$ cat src/rtl/minilcd_pkg.sv
// Shared definitions for the MiniLCD panel receiver: command codes, FSM encoding
// and the registered bus-sample record used by the front end.
package minilcd_pkg;

  localparam logic [7:0] CMD_SWRESET = 8'h01;
  localparam logic [7:0] CMD_SLPIN   = 8'h10;
  localparam logic [7:0] CMD_SLPOUT  = 8'h11;
  localparam logic [7:0] CMD_DISPOFF = 8'h28;
  localparam logic [7:0] CMD_DISPON  = 8'h29;
  localparam logic [7:0] CMD_CASET   = 8'h2A;
  localparam logic [7:0] CMD_RASET   = 8'h2B;
  localparam logic [7:0] CMD_RAMWR   = 8'h2C;

  typedef logic [2:0] rx_state_t;

  localparam rx_state_t ST_IDLE  = 3'd0;
  localparam rx_state_t ST_CASET = 3'd1;
  localparam rx_state_t ST_RASET = 3'd2;
  localparam rx_state_t ST_RAMWR = 3'd3;
  localparam rx_state_t ST_SKIP  = 3'd4;

  typedef struct packed {
    logic       rstb;
    logic       cs0;
    logic       cd;
    logic       wr;
    logic [7:0] d;
  } lcd_bus_t;

  // Bus at rest: panel out of reset, deselected, strobe high.
  localparam lcd_bus_t BUS_IDLE = '{rstb: 1'b1, cs0: 1'b1, cd: 1'b0, wr: 1'b1, d: 8'h00};

endpackage

$ cat src/rtl/minilcd_rx_frontend.sv
// Bus front end: registers the LCD pins, detects the WR rising edge, flags panel reset.
// Define MINILCD_RX_SYNC_EN to add a two-flop synchronizer ahead of the sample stage.
module minilcd_rx_frontend
  import minilcd_pkg::*;
(
  input  logic       i_clk,
  input  logic       i_rst,
  input  logic       i_lcd_rstb,
  input  logic       i_lcd_cs0,
  input  logic       i_lcd_cd,
  input  logic       i_lcd_wr,
  input  logic [7:0] i_lcd_d,
  output logic       o_byte_valid,
  output logic       o_byte_cd,
  output logic [7:0] o_byte_data,
  output logic       o_hw_rst
);

  lcd_bus_t w_bus;
  lcd_bus_t w_pre;
  lcd_bus_t r_s1;
  logic     r_s2_wr;

  assign w_bus = '{rstb: i_lcd_rstb, cs0: i_lcd_cs0, cd: i_lcd_cd, wr: i_lcd_wr, d: i_lcd_d};

`ifdef MINILCD_RX_SYNC_EN
  lcd_bus_t r_meta;
  lcd_bus_t r_sync;

  always_ff @(posedge i_clk) begin
    if (i_rst) begin
      r_meta <= BUS_IDLE;
      r_sync <= BUS_IDLE;
    end else begin
      r_meta <= w_bus;
      r_sync <= r_meta;
    end
  end

  assign w_pre = r_sync;
`else
  assign w_pre = w_bus;
`endif

  always_ff @(posedge i_clk) begin
    if (i_rst) begin
      r_s1    <= BUS_IDLE;
      r_s2_wr <= 1'b1;
    end else begin
      r_s1    <= w_pre;
      r_s2_wr <= r_s1.wr;
    end
  end

  assign o_byte_valid = r_s1.wr & ~r_s2_wr & ~r_s1.cs0;
  assign o_byte_cd    = r_s1.cd;
  assign o_byte_data  = r_s1.d;
  assign o_hw_rst     = ~r_s1.rstb;

endmodule

$ cat src/rtl/minilcd_panel_rx.sv
// MiniLCD panel-side receiver: decodes command/parameter bytes, tracks the address
// window and emits RGB565 pixel writes. Optional MINILCD_RX_SYNC_EN adds input sync.
//
// state    | meaning
// ST_IDLE  | no command in progress, data bytes ignored
// ST_CASET | collecting column start/end parameters
// ST_RASET | collecting row start/end parameters
// ST_RAMWR | pairing data bytes into pixels
// ST_SKIP  | unknown or finished command, data bytes ignored
module minilcd_panel_rx
  import minilcd_pkg::*;
#(
  parameter logic [7:0] MAX_COL = 8'd131,
  parameter logic [7:0] MAX_ROW = 8'd161
) (
  input  logic        i_clk,
  input  logic        i_rst,
  input  logic        i_lcd_rstb,
  input  logic        i_lcd_cs0,
  input  logic        i_lcd_cd,
  input  logic        i_lcd_wr,
  input  logic [7:0]  i_lcd_d,
  output logic        o_pix_we,
  output logic [7:0]  o_pix_x,
  output logic [7:0]  o_pix_y,
  output logic [15:0] o_pix_data,
  output logic        o_cmd_valid,
  output logic [7:0]  o_cmd_code,
  output logic        o_disp_on,
  output logic        o_sleep
);

  logic       w_byte_valid, w_byte_cd, w_hw_rst;
  logic [7:0] w_byte_data;
  logic       w_cmd, w_swreset, w_any_rst;

  rx_state_t  r_state;
  logic [1:0] r_idx;
  logic       r_hi_flag;
  logic [7:0] r_hi_byte;
  logic [7:0] r_xs, r_xe, r_ys, r_ye, r_x, r_y;

  minilcd_rx_frontend u_frontend (
    .i_clk        (i_clk),
    .i_rst        (i_rst),
    .i_lcd_rstb   (i_lcd_rstb),
    .i_lcd_cs0    (i_lcd_cs0),
    .i_lcd_cd     (i_lcd_cd),
    .i_lcd_wr     (i_lcd_wr),
    .i_lcd_d      (i_lcd_d),
    .o_byte_valid (w_byte_valid),
    .o_byte_cd    (w_byte_cd),
    .o_byte_data  (w_byte_data),
    .o_hw_rst     (w_hw_rst)
  );

  assign w_cmd     = w_byte_valid & ~w_byte_cd;
  assign w_swreset = w_cmd && (w_byte_data == CMD_SWRESET);
  assign w_any_rst = i_rst | w_hw_rst | w_swreset;

  always_ff @(posedge i_clk) begin
    if (w_any_rst) begin
      r_state     <= ST_IDLE;
      r_idx       <= 2'd0;
      r_hi_flag   <= 1'b0;
      r_hi_byte   <= 8'h00;
      r_xs        <= 8'h00;
      r_xe        <= MAX_COL;
      r_ys        <= 8'h00;
      r_ye        <= MAX_ROW;
      r_x         <= 8'h00;
      r_y         <= 8'h00;
      o_pix_we    <= 1'b0;
      o_pix_x     <= 8'h00;
      o_pix_y     <= 8'h00;
      o_pix_data  <= 16'h0000;
      o_disp_on   <= 1'b0;
      o_sleep     <= 1'b1;
      // Software reset still reports itself on the command interface.
      o_cmd_valid <= w_swreset & ~i_rst & ~w_hw_rst;
      o_cmd_code  <= (w_swreset & ~i_rst & ~w_hw_rst) ? CMD_SWRESET : 8'h00;
    end else begin
      o_pix_we    <= 1'b0;
      o_cmd_valid <= 1'b0;
      if (w_cmd) begin
        o_cmd_valid <= 1'b1;
        o_cmd_code  <= w_byte_data;
        r_hi_flag   <= 1'b0;
        r_state     <= ST_IDLE;
        case (w_byte_data)
          CMD_SLPOUT:  o_sleep   <= 1'b0;
          CMD_SLPIN:   o_sleep   <= 1'b1;
          CMD_DISPON:  o_disp_on <= 1'b1;
          CMD_DISPOFF: o_disp_on <= 1'b0;
          CMD_CASET: begin
            r_state <= ST_CASET;
            r_idx   <= 2'd0;
          end
          CMD_RASET: begin
            r_state <= ST_RASET;
            r_idx   <= 2'd0;
          end
          CMD_RAMWR: begin
            r_state <= ST_RAMWR;
            r_x     <= r_xs;
            r_y     <= r_ys;
          end
          default:     r_state   <= ST_SKIP;
        endcase
      end else if (w_byte_valid) begin
        case (r_state)
          ST_CASET, ST_RASET: begin
            r_idx <= r_idx + 2'd1;
            // Only the low address bytes matter with 8-bit addressing.
            if (r_idx == 2'd1) begin
              if (r_state == ST_CASET) r_xs <= w_byte_data;
              else                     r_ys <= w_byte_data;
            end else if (r_idx == 2'd3) begin
              if (r_state == ST_CASET) r_xe <= w_byte_data;
              else                     r_ye <= w_byte_data;
              r_state <= ST_SKIP;
            end
          end
          ST_RAMWR: begin
            if (!r_hi_flag) begin
              r_hi_byte <= w_byte_data;
              r_hi_flag <= 1'b1;
            end else begin
              r_hi_flag  <= 1'b0;
              o_pix_we   <= 1'b1;
              o_pix_data <= {r_hi_byte, w_byte_data};
              o_pix_x    <= r_x;
              o_pix_y    <= r_y;
              if (r_x >= r_xe) begin
                r_x <= r_xs;
                r_y <= (r_y >= r_ye) ? r_ys : r_y + 8'd1;
              end else begin
                r_x <= r_x + 8'd1;
              end
            end
          end
          default: ;
        endcase
      end
    end
  end

endmodule
$ cat config.mk
export PLATFORM = sky130hd
export DESIGN_NAME = minilcd_panel_rx
export DESIGN_NICKNAME = d
export VERILOG_FILES = /design/src/rtl/minilcd_pkg.sv /design/src/rtl/minilcd_rx_frontend.sv /design/src/rtl/minilcd_panel_rx.sv
export SDC_FILE = /design/constraint.sdc
export NUM_CORES = 1
export LEC_CHECK = 0
export BUFFER_PORTS_ARGS = -buffer_cell sky130_fd_sc_hd__buf_2
export CORE_MARGIN = 2
export CORE_UTILIZATION = 55
export CTS_BUF_LIST = sky130_fd_sc_hd__clkbuf_8
export DETAILED_ROUTE_END_ITERATION = 6
export HOLD_SLACK_MARGIN = 0.15
export PLACE_DENSITY = 0.83
export SLEW_MARGIN = 15
export SYNTH_ARGS = -nofsm -noshare
export SYNTH_HDL_FRONTEND = slang
export SYNTH_HIERARCHICAL = 1
export SYNTH_SLANG_ARGS = --single-unit
$ cat constraint.sdc
create_clock -name i_clk -period 3.3 [get_ports i_clk]
set_clock_uncertainty 0.05 [all_clocks]
set_input_delay 0.495 -clock i_clk [delete_from_list [all_inputs] [get_ports i_clk]]
set_output_delay 0.495 -clock i_clk [all_outputs]
set_load 0.1 [all_outputs]
# After elaboration in Yosys (flattened, before gate mapping)
# Index checks and enable logic that the tools add are counted.
op_classes:
  addsub: 3
  magnitude_cmp: 2
  n_eq_ne: 16
  muxes: 32
  bitwise_logic: 18
  n_reduce_logical: 28
op_table:
  columns: ["op", "count"]
  rows:
  - ["$mux 8", 15]
  - ["$eq 8x6->1 const B", 5]
  - ["$reduce_bool 2->1", 9]
  - ["$add 8x1->8 const B", 2]
  - ["$eq 8x5->1 const B", 2]
  - ["$ge 8x8->1", 2]
  - ["$reduce_and 4->1", 4]
  - ["$mux 3", 5]
  - ["$reduce_and 5->1", 3]
  - ["$pmux 3 s4", 1]
  - ["$reduce_and 6->1", 2]
  - ["$not 1->1", 11]
  - ["$eq 8x1->1 const B", 1]
  - ["$mux 2", 4]
  - ["$reduce_or 4->1", 2]
  - ["$eq 3x2->1 const B", 2]
  - ["$reduce_and 2->1", 3]
  - ["$reduce_or 2->1", 3]
  - ["$and 1x1->1", 5]
  - ["$mux 1", 5]
  - ["$ne 2x2->1 const B", 2]
  - ["$pmux 1 s2", 2]
  - ["$eq 3x1->1 const B", 1]
  - ["$reduce_and 3->1", 1]
  - ["other kinds (6)", 7]
word_totals:
  regBits: 119
  inputBits: 14
  output_inout_bits: 44
  wordCells: 123

# Longest topological paths before layout
# Gate-level depths: netlist (run 1).
logic_depth:
  ltp_word: 9
  ltp_mapped: 10
  ltp_nobuf: 8

# Cells and area by module
# Netlist (run 1), hierarchy kept.
by_module_without_submodules:
  columns: ["mod", "n_inst", "cells_per_inst", "area_per_inst_um2", "seq_area_each_um2"]
  rows:
  - ["minilcd_panel_rx", 1, 548, 4755.8, 2202.1]
  - ["minilcd_rx_frontend", 1, 37, 427.9, 260.2]

# Worst setup path before layout (run 1)
# OpenSTA, ideal clock, no wires.
synth_path:
  path_type: "register to register"
  startpoint: "reg u_frontend/r_s1[8] (netlist name)"
  endpoint: "reg r_y[0]"
  setup_time_ns: 0.116
  t_arrival_ns: 2.348
  required_ns: 3.134
  setup_slack_ns: 0.785
  path_stages_with_launch: 9
  n_path_buf: 1
  period_less_slack_ns: 2.515
  cell_sequence: "dfxtp_1 > nor3b_1 > or4b_1 > buf_2 > or4_4 > nand2_2 > o31a_2 > o21ai_0 > a31o_2"
synth_between:
  elab_chain_cells: 5
  elab_cells_between_ends: 12
  classes_between: "eq/ne (1); mux (1); bitwise (4); reduce/logical (6)"
synth_lines:
  columns: ["item", "line_no", "source"]
  rows:
  - ["start: declaration", "minilcd_rx_frontend.sv:21", "lcd_bus_t r_s1;"]
  - ["start signal: assignment", "minilcd_rx_frontend.sv:50", "r_s1 <= w_pre;"]
  - ["$and 1x1->1 (*) (2 in series)", "minilcd_rx_frontend.sv:55", "assign o_byte_valid = r_s1.wr & ~r_s2_wr & ~r_s1.cs0;"]
  - ["named net w_byte_valid", "minilcd_panel_rx.sv:33", "logic w_byte_valid, w_byte_cd, w_hw_rst;"]
  - ["$and 1x1->1", "minilcd_panel_rx.sv:57", "assign w_cmd = w_byte_valid & ~w_byte_cd;"]
  - ["$ne 2x1->1 (no line) (tied with other cells)", null, null]
  - ["$reduce_and 5->1 (no line) / $or 1x1->1 (equally long branches)", null, null]
  - ["end signal: assignment", "minilcd_panel_rx.sv:106", "r_y <= r_ys;"]
  - ["end signal: assignment", "minilcd_panel_rx.sv:136", "r_y <= (r_y >= r_ye) ? r_ys : r_y + 8'd1;"]
  - ["end: declaration", "minilcd_panel_rx.sv:41", "logic [7:0] r_xs, r_xe, r_ys, r_ye, r_x, r_y;"]
# The timed path passes the listed nets; every way through them passes the cells marked *.
# A chain may end at the register's enable or synchronous reset.

# Worst setup path after layout (run 1)
layout_path:
  startpoint: "reg u_frontend/r_s1[8] (netlist name)"
  endpoint: "reg r_y[2]"
# Same word-level chain as after synthesis.

==> results of run 1 <==
## worst max-delay path: cells and delay by family (launching register included)
kind            cells  cell delay, ns
flops               1            0.32
compound gates      3            0.63
simple gates        4            1.89
## placed cells by master, fill, tap and decap left out, types with 19 or more instances in the layout
master	netlist	final
a21oi_1	53	53
buf_2	1	57
clkbuf_8	0	19
dfxtp_1	111	111
ha_1	20	20
inv_1	22	22
mux2i_1	47	47
nand2_1	103	103
nor2_1	55	55
## area by class of cell
class / count / area [um^2]
Fill cell: 753 / 3320
Sequential cell: 119 / 2460
Multi-Input combinational cell: 405 / 2460
Timing Repair Buffer: 63 / 343
Clock buffer: 19 / 262
Tap cell: 111 / 139
Clock inverter: 13 / 129
Inverter: 22 / 82.6
## cell usage after synthesis (all sizes together) (9+ instances only)
cell type and instances:
a21oi 53, inv 22, nor2 56, buf 11, ha 20, nor3 10, o21ai 11, or2 9
nand2 104, mux2i 47, nor2b 10, nand3 10, clkbuf 28, dfxtp 111
## power breakdown
group	internal, mW	switching [mW]	leakage [nW]
clock	0.703	0.591	0.201
combinational	0.0271	0.0900	1.17
sequential	1.47	0.0275	0.984
total	2.20	0.708	2.35
## layer usage
metal / GRT usage [%] / vias to the layer above / part of all wire (%) / wire, um
li1: - / 2063 / - / -
met1: 30.6 / 2033 / 42 / 5080
met2: 39.8 / 170 / 49 / 5930
met3: 5.83 / 27 / 6.4 / 780
met4: 12.9 / 0 / 2.7 / 324
met5: 0 / - / 0 / 0
## worst paths after layout
kind,startpoint,to,slack (ns),cells past startpoint
max reg2reg,u_frontend/r_s1[8]$_SDFF_PP1_,r_y[2]$_SDFFE_PN0P_,0.28,7
max,u_frontend/r_s1[8]$_SDFF_PP1_,r_y[2]$_SDFFE_PN0P_,0.28,7
min reg2reg,u_frontend/r_s1[8]$_SDFF_PP1_,u_frontend/r_s2_wr$_SDFF_PP1_,0.39,1
min,i_lcd_rstb,u_frontend/r_s1[11]$_SDFF_PP1_,0.18,2
## metrics by stage
stage          cells  cell area [um^2]  worst slack (ns)  hold slack (ns)
6_report         752              5880             0.283            0.182
5_1_grt          752              5880            0.0232            0.179
4_1_cts          752              5880             0.336            0.170
3_5_place_dp     720              5490             0.352            0.371
3_3_place_gp     720              5490             0.471            0.361
2_1_floorplan    585              5180             0.785            0.351
## kinds of logic (layout without fill, tap and decap cells)
group / after synthesis / in the layout / synth area share (%)
and+or+nand+nor: 237 / 237 / 21.4
muxes: 50 / 50 / 9.73
xor gates and xnor gates: 1 / 1 / 0.169
DFF: 119 / 119 / 47.5
buffers and inverters: 61 / 117 / 5.24
AOI/OAI and AO/OA: 97 / 97 / 11.1
adders and majority gates: 20 / 20 / 4.83
==> impl_metrics.py, run 1 <==
metrics = {
    "detailed_routing": {
        "drt_pass1_iterations": 4,
        "viasPerCell": 5.71,
        "vias": 4293,
        "ant_nets": 0,
        "wirelength_mm": 12.1,
        "drc": 0,
        "routedWlPerCell_um": 16.1,
        "drt-initial-drc-count": 244,
    },
    "place": {
        "portBuffers": 57,
        "dp_hpwl_mm": 7.92,
        "gp_congestion": 0.901,
    },
    "cts": {
        "post_cts_resized": 0,
        "clock_path_buffers": 2,
        "h-tree-depth": 4,
        "clock_latency_ns": 0.43,
        "cts_setup_buffers": 0,
        "cts_tree": "done",
        "cts_inserted_buffers": 17,
        "ctsRootBufferMaster": "clkbuf_8",
        "postCtsHoldBufs": 0,
        "cts_sinks": 119,
        "path_clk_slew_ns": 0.07,
    },
    "floorplan": {
        "initial_core_util_pct": 56.4,
        "die_x_um": 101,
        "die_h_um": 101,
        "dieArea_um2": 10200,
        "ios": 58,
        "core_um2": 9200,
        "num_rows": 35,
    },
    "hold_path": {
        "hold_path.class": "in -> reg",
    },
    "synthesis": {
        "synth.cell_area_um2": 5180,
        "synth_seq_cells": 119,
        "synth_cells": 585,
        "synth.avg_cell_area_um2": 8.86,
        "synth_ff_type": "dfxtp_1",
        "yosysWarnings": 6,
        "synth_edf_count": 8,
        "yosys-top-cells-area": "dfxtp_1 (43%), mux2i_1 (9.1%), nand2_1 (7.5%)",
        "yosysTopAreaCellShare_pct": 42.9,
        "synth_top_area_cell": "dfxtp_1",
        "yosysSeqAreaShare_pct": 47.5,
        "synthDistinctLibCells": 56,
        "synth_fp_nets": 619,
        "ys_async_sr_fraction_pct": 0,
    },
    "power": {
        "ir_drop_v": 0.000279,
        "power_density_nw_per_um2": 494,
        "leakagePower_nw": 2.35,
        "power.total_mw": 2.91,
    },
    "sta": {
        "slew_violations": 0,
        "relSlewSlack_pct": 38.7,
        "fin_crit_sh_pct": 91.4,
        "worst_pin_slew_ns": 0.916,
        "final-hold-violation-count": 0,
        "fin_crit_ns": 3.02,
        "setup_viol": 0,
        "rsz0062_at_grt": "no",
        "fin_tns_setup_ns": 0,
        "fmax_mhz": 331,
    },
    "setup_path": {
        "cp.arrival_ns": 3.29,
        "cp_slowest_cell": "or4b_1",
        "critPathMaxStageDelay_ns": 0.64,
        "crit_required_ns": 3.57,
        "start_kind": "flop",
        "crit_chain": "nor3b_1 -> or4b_1 -> or4_4 -> nand2_2 -> o31ai_1 -> a21oi_1 -> o22ai_1",
        "cp_max_fo": 15,
        "critPathKind": "reg -> reg",
        "setup.worst_path.end_class": "flop",
    },
    "grt": {
        "overflow": 0,
        "grt_usage_pct": 24.7,
        "grt_max_degree": 81,
        "grt_pass1_vias": 4029,
        "antenna_found_initial": 0,
        "grt_pass1_wl_mm": 19.4,
    },
    "finish": {
        "syn_to_final_growth_pct": 13.4,
        "fin_nets": 662,
        "largest_register_ffs": 16,
        "regMostFlops": "o_pix_data",
        "drive_above_1_share_pct": 17.5,
        "fin_util_pct": 63.9,
        "diodes": 0,
    },
    "status": {
        "status": "complete, no violations",
    },
    "run": {
        "cap_violations": 0,
    },
}
Note: power is estimated with default switching activity, not from simulation.
==> inputs of run 2 (changes only) <==
SKIP_LAST_GASP = 1   (was unset)
SYNTH_HIERARCHICAL = unset   (was 1)
==> impl_metrics.py, run 2 <==
metrics = {
    "sta": {
        "setup_viol": 0,
        "worst_pin_slew_ns": 0.652,
        "final-hold-violation-count": 0,
        "fmax_mhz": 401,
        "fin_tns_setup_ns": 0,
        "rsz0062_at_grt": "no",
        "fin_crit_sh_pct": 75.6,
        "slew_violations": 0,
        "relSlewSlack_pct": 55.9,
        "fin_crit_ns": 2.49,
    },
    "setup_path": {
        "setup.worst_path.end_class": "flop",
        "cp_max_fo": 23,
        "cp.arrival_ns": 2.56,
        "critPathKind": "reg -> reg",
        "start_kind": "flop",
        "r2r-start": "u_frontend.o_byte_cd$_SDFF_PP0_",
        "rrSetupSlack_ns": 0.81,
        "setup.worst_path.start": "u_frontend.o_byte_cd$_SDFF_PP0_",
        "crit_required_ns": 3.37,
    },
    "synthesis": {
        "synthDistinctLibCells": 46,
        "yosys-top-cells-count": "dfxtp_1 (111), nand2_1 (84), nor2_1 (56)",
        "synth_ff_type": "dfxtp_1",
        "synth_top_area_cell": "dfxtp_1",
        "yosysSeqAreaShare_pct": 47.9,
        "synth_cells": 564,
        "synth.cell_area_um2": 5140,
        "yosysTopAreaCellShare_pct": 43.3,
        "synth_edf_count": 8,
        "yosysWarnings": 0,
        "synth_fp_nets": 598,
        "ys_async_sr_fraction_pct": 0,
        "synth_seq_cells": 119,
        "synth_most_common_cell": "dfxtp_1",
        "synth.avg_cell_area_um2": 9.11,
        "yosys-top-cells-area": "dfxtp_1 (43%), mux2i_1 (7.4%), nand2_1 (6.1%)",
    },
    "cts": {
        "clock_path_buffers": 2,
        "clock_latency_ns": 0.41,
        "cts_sinks": 119,
        "cts_tree": "done",
        "cts_inserted_buffers": 17,
        "ctsRootBufferMaster": "clkbuf_8",
        "h-tree-depth": 4,
        "postCtsHoldBufs": 0,
        "cts_setup_buffers": 0,
        "path_clk_slew_ns": 0.07,
        "post_cts_resized": 0,
    },
    "power": {
        "p_sw_share_pct": 22.5,
        "power.total_mw": 3.10,
        "internal_power_mw": 2.40,
        "pwr-share-clk_pct": 47.8,
        "power_frac_comb_pct": 4.1,
        "ir_drop_v": 0.000346,
        "leakagePower_nw": 2.48,
        "sequentialPowerShare_pct": 48.1,
        "switching_power_mw": 0.698,
        "power_density_nw_per_um2": 522,
    },
    "detailed_routing": {
        "vias": 4119,
        "drt-initial-drc-count": 198,
        "viasPerCell": 5.58,
        "wirelength_mm": 11.8,
        "drt_pass1_iterations": 4,
        "ant_nets": 0,
        "drc": 0,
        "routedWlPerCell_um": 15.9,
    },
    "floorplan": {
        "num_rows": 35,
        "die_h_um": 101,
        "core_um2": 9150,
        "die_x_um": 101,
        "dieArea_um2": 10100,
        "ios": 58,
        "initial_core_util_pct": 56.1,
    },
    "grt": {
        "antenna_found_initial": 0,
        "overflow": 0,
        "grt_max_degree": 76,
        "grt_pass1_vias": 4021,
        "grt_usage_pct": 23.8,
        "grt_pass1_wl_mm": 18.9,
    },
    "finish": {
        "final_cell_mix": "dfxtp_1 (111), nand2_1 (84), buf_2 (57), nor2_1 (56), a21oi_1 (41)",
        "diodes": 0,
        "syn_to_final_growth_pct": 15.6,
        "drive_above_1_share_pct": 19.5,
        "fin_nets": 648,
        "regMostFlops": "o_pix_data",
        "fin_util_pct": 64.9,
        "largest_register_ffs": 16,
        "final_common_cell": "dfxtp_1",
        "finalInstanceArea_um2": 5940,
    },
    "status": {
        "status": "complete, no violations",
    },
    "place": {
        "portBuffers": 57,
        "dp_hpwl_mm": 7.76,
        "placed_cell_area_um2": 5480,
        "gp_congestion": 0.920,
    },
    "hold_path": {
        "hp-start": "i_lcd_rstb",
        "hold_path.class": "in -> reg",
    },
    "run": {
        "cap_violations": 0,
    },
}
[run 2: area by class of cell]
class                           count  area, um^2
Inverter                           19        71.3
Tap cell                          111         139
Sequential cell                   119        2460
Timing Repair Buffer               69         388
Clock inverter                     11         170
Fill cell                         737        3220
Clock buffer                       21         289
Multi-Input combinational cell    388        2420
[run 2: worst paths after layout]
kind / end / cells past startpoint
worst max-delay path: o_cmd_code[6]$_SDFFCE_PN0P_ / 7
worst min register to register: o_pix_data[15]$_SDFFE_PN0P_ / 2
worst min-delay path: u_frontend.r_s1[11]$_SDFF_PP1_ / 2
worst max register to register: o_cmd_code[6]$_SDFFCE_PN0P_ / 7
[run 2: layer usage]
| layer | wire length [um] | global-route usage (%) | vias up |
|---|---|---|---|
| met1 | 4980 | 28.6 | 1967 |
| met3 | 582 | 5.34 | 31 |
| met4 | 369 | 11.3 | 0 |
| met2 | 5830 | 40.3 | 109 |
| met5 | 0 | 0 | - |
| li1 | - | - | 2012 |
[run 2: power groups by stage]
stage	clock, mW	combinational [mW]	sequential [mW]
4_1_cts	1.50	0.129	1.49
5_1_grt	1.56	0.136	1.49
3_3_place_gp	0	0.126	1.52
3_5_place_dp	0	0.128	1.52
2_1_floorplan	0	0.0567	1.55
6_report	1.48	0.128	1.49
[run 2: critical path: stages (launching register included)]
cell,delay (ns)
dfxtp_1,0.38
or4b_4,0.63
nor3_2,0.29
nand4_1,0.18
nor2b_1,0.18
buf_4,0.22
nand2_1,0.09
buf_4,0.19
[run 2: logic make-up (layout without fill, tap and decap cells)]
logic type	after synthesis	count (layout)	share of synthesized area [%]
AO/OA/AOI/OAI	92	92	11.0
multiplexers	48	48	9.60
flip-flops	119	119	47.9
XOR/XNOR	3	3	0.512
AND/OR/NAND/NOR	225	225	21.0
buffers and inverters	57	120	5.04
adder cells (fa/ha/maj)	20	20	4.87
[run 2: per-stage QoR]
step           worst slack [ns]  std cells  hold slack (ns)
2_1_floorplan              1.06        564            0.381
3_3_place_gp              0.897        706            0.392
3_5_place_dp              0.836        706            0.394
4_1_cts                   0.835        738            0.202
5_1_grt                   0.661        738            0.194
6_report                  0.806        738            0.214
